===== config.mk =====
export PLATFORM = sky130hd
export DESIGN_NAME = inst_prefetch
export DESIGN_NICKNAME = d
export VERILOG_FILES = /design/src/rtl/inst_prefetch_pkg.sv /design/src/rtl/inst_prefetch_sync_fifo.sv /design/src/rtl/inst_prefetch.sv
export SDC_FILE = /design/constraint.sdc
export NUM_CORES = 1
export LEC_CHECK = 0
export ABC_CLOCK_PERIOD_IN_PS = 20100
export CAP_MARGIN = 20
export CORE_MARGIN = 2
export CORE_UTILIZATION = 28
export CTS_CLUSTER_DIAMETER = 30
export DETAILED_ROUTE_END_ITERATION = 6
export GPL_TIMING_DRIVEN = 0
export SLEW_MARGIN = 20
export SYNTH_ARGS = -nofsm -noshare
export SYNTH_HDL_FRONTEND = slang
export SYNTH_HIERARCHICAL = 1
export SYNTH_SLANG_ARGS = --single-unit

===== constraint.sdc =====
create_clock -name clk -period 20.1 [get_ports clk]
set_clock_uncertainty 0.2 [all_clocks]
set_input_delay 4.02 -clock clk [delete_from_list [all_inputs] [get_ports clk]]
set_output_delay 4.02 -clock clk [all_outputs]
set_load 0.05 [all_outputs]

===== src/rtl/inst_prefetch_pkg.sv =====
// Shared fetch-path constants: instruction/address widths, boot PC and sequential PC step.
package inst_prefetch_pkg;

    localparam int          INST_W       = 32;
    localparam int          ADDR_W       = 32;
    localparam logic [31:0] RESET_PC_DEF = 32'h0000_0000;
    localparam int          PC_STEP      = 4;

endpackage


===== src/rtl/inst_prefetch_sync_fifo.sv =====
// Synchronous FIFO with wrap-bit pointers, a clear that wins over push/pop, and a combinational head.
import inst_prefetch_pkg::*;

module inst_prefetch_sync_fifo #(
    parameter int WIDTH = INST_W + ADDR_W,
    parameter int DEPTH = 4
) (
    input  logic                     clk,
    input  logic                     rst,
    input  logic                     push_i,
    input  logic [WIDTH-1:0]         push_data_i,
    input  logic                     pop_i,
    input  logic                     clear_i,
    output logic [$clog2(DEPTH):0]   count_o,
    output logic [WIDTH-1:0]         head_o
);

    localparam int PW = $clog2(DEPTH);

    logic [PW:0]      wr_ptr_q, wr_ptr_d;
    logic [PW:0]      rd_ptr_q, rd_ptr_d;
    logic [WIDTH-1:0] mem_q [DEPTH];
    logic [WIDTH-1:0] mem_d [DEPTH];

    always_comb begin
        wr_ptr_d = wr_ptr_q;
        rd_ptr_d = rd_ptr_q;
        mem_d    = mem_q;
        if (clear_i) begin
            wr_ptr_d = '0;
            rd_ptr_d = '0;
        end else begin
            if (push_i) begin
                mem_d[wr_ptr_q[PW-1:0]] = push_data_i;
                wr_ptr_d = wr_ptr_q + (PW+1)'(1);
            end
            if (pop_i) begin
                rd_ptr_d = rd_ptr_q + (PW+1)'(1);
            end
        end
    end

    always_ff @(posedge clk or posedge rst) begin
        if (rst) begin
            wr_ptr_q <= '0;
            rd_ptr_q <= '0;
            for (int i = 0; i < DEPTH; i++) begin
                mem_q[i] <= '0;
            end
        end else begin
            wr_ptr_q <= wr_ptr_d;
            rd_ptr_q <= rd_ptr_d;
            mem_q    <= mem_d;
        end
    end

    // The wrap bit makes the difference exact for both full (DEPTH) and empty (0).
    assign count_o = wr_ptr_q - rd_ptr_q;
    assign head_o  = mem_q[rd_ptr_q[PW-1:0]];

endmodule


===== src/rtl/inst_prefetch.sv =====
// Instruction prefetch: sequential PC issue to a 1-cycle ROM, credit-limited FIFO, flush/redirect.
// Optional INST_PREFETCH_PERF_EN adds a saturating decode-starvation counter on stall_cnt_o.
import inst_prefetch_pkg::*;

module inst_prefetch #(
    parameter int            DW       = INST_W,
    parameter int            AW       = ADDR_W,
    parameter int            DEPTH    = 4,
    parameter logic [AW-1:0] RESET_PC = AW'(RESET_PC_DEF)
) (
    input  logic          clk,
    input  logic          rst,
    input  logic          flush_i,
    input  logic [AW-1:0] flush_pc_i,
    output logic [AW-1:0] rom_addr_o,
    output logic          rom_ren_o,
    input  logic [DW-1:0] rom_data_i,
    output logic          inst_valid_o,
    input  logic          inst_ready_i,
    output logic [DW-1:0] inst_o,
    output logic [AW-1:0] inst_pc_o
`ifdef INST_PREFETCH_PERF_EN
    ,
    output logic [31:0]   stall_cnt_o
`endif
);

    localparam int CW = $clog2(DEPTH) + 1;

    logic [AW-1:0]    pc_q, pc_d;
    logic [AW-1:0]    iss_pc_q, iss_pc_d;
    logic             inflight_q, inflight_d;
    logic             drop_q, drop_d;
    logic [CW-1:0]    fifo_count;
    logic [CW:0]      occupancy;
    logic             issue;
    logic             push;
    logic             pop;
    logic [AW+DW-1:0] fifo_head;

    // Credit counts the outstanding read too, so its response always finds a free slot.
    assign occupancy = {1'b0, fifo_count} + {{CW{1'b0}}, inflight_q};
    assign issue     = !rst && !flush_i && (occupancy < (CW+1)'(DEPTH));
    assign push      = inflight_q && !drop_q && !flush_i;
    assign pop       = inst_valid_o && inst_ready_i && !flush_i;

    always_comb begin
        pc_d       = pc_q;
        iss_pc_d   = iss_pc_q;
        inflight_d = issue;
        drop_d     = 1'b0;
        if (flush_i) begin
            pc_d   = flush_pc_i;
            drop_d = inflight_q;
        end else if (issue) begin
            pc_d     = pc_q + AW'(PC_STEP);
            iss_pc_d = pc_q;
        end
    end

    always_ff @(posedge clk or posedge rst) begin
        if (rst) begin
            pc_q       <= RESET_PC;
            iss_pc_q   <= '0;
            inflight_q <= 1'b0;
            drop_q     <= 1'b0;
        end else begin
            pc_q       <= pc_d;
            iss_pc_q   <= iss_pc_d;
            inflight_q <= inflight_d;
            drop_q     <= drop_d;
        end
    end

    inst_prefetch_sync_fifo #(
        .WIDTH (AW + DW),
        .DEPTH (DEPTH)
    ) u_fifo (
        .clk         (clk),
        .rst         (rst),
        .push_i      (push),
        .push_data_i ({iss_pc_q, rom_data_i}),
        .pop_i       (pop),
        .clear_i     (flush_i),
        .count_o     (fifo_count),
        .head_o      (fifo_head)
    );

    assign rom_addr_o   = pc_q;
    assign rom_ren_o    = issue;
    assign inst_valid_o = (fifo_count != '0);
    assign inst_o       = inst_valid_o ? fifo_head[DW-1:0] : '0;
    assign inst_pc_o    = inst_valid_o ? fifo_head[AW+DW-1:DW] : '0;

`ifdef INST_PREFETCH_PERF_EN
    logic [31:0] stall_cnt_q, stall_cnt_d;

    always_comb begin
        stall_cnt_d = stall_cnt_q;
        if (inst_ready_i && !inst_valid_o && !flush_i && (stall_cnt_q != 32'hFFFF_FFFF)) begin
            stall_cnt_d = stall_cnt_q + 32'd1;
        end
    end

    always_ff @(posedge clk or posedge rst) begin
        if (rst) begin
            stall_cnt_q <= '0;
        end else begin
            stall_cnt_q <= stall_cnt_d;
        end
    end

    assign stall_cnt_o = stall_cnt_q;
`endif

endmodule


==> impl_results.md <==
- Top cell by count, worst path: clkdlybuf4s50_1
- Clock Power Share: 0.517
- DIE HEIGHT: 247 um
- Hold Path Origin: u_fifo/mem_q[55]
- GP Congestion: 0.834
- Final WL: roughly 44000 um
- Post-Syn Instances: 1095
- Port buffer count: 164
- Power per Cell Area: 122 nW/um2
- TritonCTS clock tree: done
- Primary FF master, synth: dfrtp_1
- Leakage power: 0.0107 uW
- Library cells used by synthesis: 58
- Starting DRT DRC Count: between 600 and 700
- Period utilization: 0.552
- Hold Fails Final Rpt: 0
- CP max-delay cell: clkdlybuf4s50_1
- Ratio of cells with drive above 1 in the final layout: 0.376
- R2r worst-path depth: 10
- Global-route wire length before repair: around 70000 um
- Congestion Overflow GR: 0
- Simple-gate share of the synthesized area: 0.0898
- Path type of the worst setup path: in2out
- EDFF count, synth: 0
- Cell Chain, Critical Path: clkdlybuf4s50_1 -> nor3_4 -> nand2_2 -> clkinv_1 -> clkbuf_1 -> clkdlybuf4s50_1
- DR WL/cell: 20.3 um
- Placed cell count: between 2000 and 2500
- Maximum buffer depth of the clock tree: 3
- Reg-to-reg critical path startpoint: u_fifo/wr_ptr_q[0]
- Largest family of logic cells by synthesized area: multiplexers
- Outcome: complete, no violations
- Unrepaired setup endpoints after global routing: no
- Core Util, Final: 0.378
- Post-synthesis net count: 1171
- Comb pwr share: 0.182
- Setup TNS: 0 ns
- Gr usage total: 0.149
- Final Slew Violations: 0
- FILL cells: about 5400
- Capturing point of the worst reg2reg path: u_fifo/rd_ptr_q[1]
- Finished Layout Cells: around 2200
- Skew-Pair Late Insertion Delay: 0.60 ns
- CP startpoint kind: primary input
- Asr flop ratio synth: 1.00
- Final setup fails: 0
- Arr. time, crit path: 6.88 ns
- Synth Area in Adders: 0.00651
- Num ports: about 170
- Worst hold stages: 1
- CTS clock-pin slew for the worst setup and hold paths: 0.03 ns
- Sequential-to-total area share from yosys stat: 0.497
- Vias in the first global route: about 11000
- Die area: 61000 um2
- Area growth syn-to-layout: 34.4%
- Mux share of post-synthesis cell area: 0.322
- Post-CTS Hold Buffers: 0
- Nature of the critical path endpoint: primary output
- Detailed-router iteration count before antenna repair: 5
- Warnings from Yosys: 6
- Mean post-synth cell area: 15.1 um2
- Initial Util: 0.281
- Syn Std Cell Area: 16500 um2
- Area of the multi-input gates: 7440 um2
- CP required: 15.88 ns
- Achievable frequency: 90.1 MHz
- TritonCTS Buffers: 85
- Clock root buffer: clkbuf_16
- ANT nets after route: 0
- DRC: 0
- Rows: slightly below 90
- H-tree depth: 3
- Reg2reg setup slack: between 15 and 20 ns
- Storage element area: approximately 8000 um2
- Synthesized flop and latch total: roughly 330
- Maximum vdd drop: 96.0 uV
- HPWL after detailed placement: 29400 um
- WHS Endpoint: u_fifo/mem_q[55]
- Sw Share: 0.273
- Int Power: 1960 uW
- Psw: 737 uW
- Hold Crit Class: reg2reg
- Worst-margin pin slew: between 0.9 and 1 ns
- Core Box Area: 58700 um2
- Vias/cell: ~4.7
- Post-CTS setup buffer count: 0
- # nets final: 1425
- Max stage delay on crit path: a little over 0.9 ns
- Via count: 10300
- CTS resizes: 0
- Synth Area in XOR/XNOR: 0.00265
- Largest net degree at the start of global routing: 109
- Initial antenna violation count: 1
- Relative slew slack: 0.365
- Die width: approximately 250 um
- Compound-Gate Fraction of Synth Area: 0.0292
- Sink Count: 328
- Worst-path fanout max: 11
- Reg power frac: 0.302
- Max-Cap Viols: 0
- Post-layout min period: 11.10 ns
## worst max-delay path, delay by kind of cell
family,cells,cell delay (ns)
simple gates,2,0.52
buf+inv,4,2.32
## synth_stat cells (6+ instances only)
library cell	count	share of area
o21ai_0	6	0.0018
mux2i_1	6	0.0036
nor3_1	7	0.0021
buf_12	28	0.034
and3_1	10	0.0038
o311ai_0	17	0.0090
nand3_1	25	0.0076
and2_1	68	0.026
mux2_2	18	0.012
dfrtp_1	328	0.50
buf_6	6	0.0041
inv_1	13	0.0030
buf_4	9	0.0041
nor2_1	8	0.0018
or4_1	6	0.0027
mux4_2	64	0.087
ha_1	7	0.0053
nand4_1	10	0.0038
buf_2	8	0.0024
nand2_1	115	0.026
and4_1	6	0.0032
clkbuf_1	20	0.0045
mux2_4	240	0.22
## metrics by stage
stage	hold WS (ns)	cell area, um2	total power [uW]	setup WS [ns]
after floorplan	0.274	16500	1150	8.67
final	0.300	22200	2700	9.00
after global routing	0.309	22200	2810	8.92
after detailed placement	0.287	19200	1320	9.05
after CTS	0.300	22200	2740	9.02
after global placement	0.282	19100	1310	5.45
## flip-flops by register name, indices dropped and copies added (netlist names)
signal / flops
u_fifo/rd_ptr_q: 3
u_fifo/wr_ptr_q: 3
drop_q: 1
rom_addr_o: 32
inflight_q: 1
u_fifo/mem_q: 256
iss_pc_q: 32
## kinds of logic after synthesis
group,Yosys count
xor+xnor,5
simple gates,275
fa+ha+maj,8
buf+inv,88
mux,329
flops,328
compound gates,62
## power by group through the flow
stage	logic (uW)	registers (uW)	clock network (uW)
after floorplan	327	820	0
after CTS	501	814	1420
after detailed placement	498	820	0
after global routing	524	826	1460
final	490	814	1400
after global placement	490	815	0
## layout by cell type, fill, tap and decap left out, drive strengths merged, types with 3 or more instances in the layout
cell type / synthesis / routed
dfrtp: 328 / 328
o311ai: 20 / 20
nor3: 8 / 8
nand3: 25 / 25
o211ai: 5 / 5
or4: 6 / 6
mux4: 64 / 64
and3: 10 / 10
a22oi: 4 / 4
nand2: 116 / 116
nor4: 3 / 3
mux2i: 6 / 6
clkdlybuf4s50: 0 / 164
xnor2: 5 / 5
nand3b: 7 / 7
mux2: 259 / 259
a21o: 3 / 3
a31o: 3 / 3
inv: 13 / 16
nor2: 8 / 8
clkbuf: 21 / 140
and2: 68 / 68
and4: 6 / 6
bufinv: 0 / 11
nand4: 11 / 11
ha: 7 / 7
or3: 4 / 4
buf: 53 / 56
clkinv: 1 / 17
a21oi: 5 / 5
clkinvlp: 0 / 5
o21ai: 6 / 6
## worst max path at each step
stage	from	to	cells past startpoint
floorplan	rst	u_fifo/mem_q[0]	1
detailed placement	rst	rom_ren_o	6
CTS	rst	rom_ren_o	6
global placement	rst	u_fifo/mem_q[77]	2
finish	rst	rom_ren_o	6
global route	rst	rom_ren_o	6
## routing by layer
metal	vias to the layer above	share of wire	track usage
met4	0	0.021	0.0484
met1	5331	0.46	0.200
met5	-	0	0
li1	4530	-	-
met2	319	0.47	0.235
met3	76	0.057	0.0371
## cell type report
| class | instances | share of cell area |
|---|---|---|
| clock inverter | 35 | 0.0242 |
| timing repair buffer | 167 | 0.0776 |
| tap | 773 | 0.0436 |
| buffer | 74 | 0.0371 |
| sequential | 328 | 0.370 |
| multi-input combinational | 679 | 0.335 |
| inverter | 14 | 0.00282 |
| antenna | 1 | 0.000113 |
| clock buffer | 119 | 0.110 |
Power figures use the tool's default switching activity.
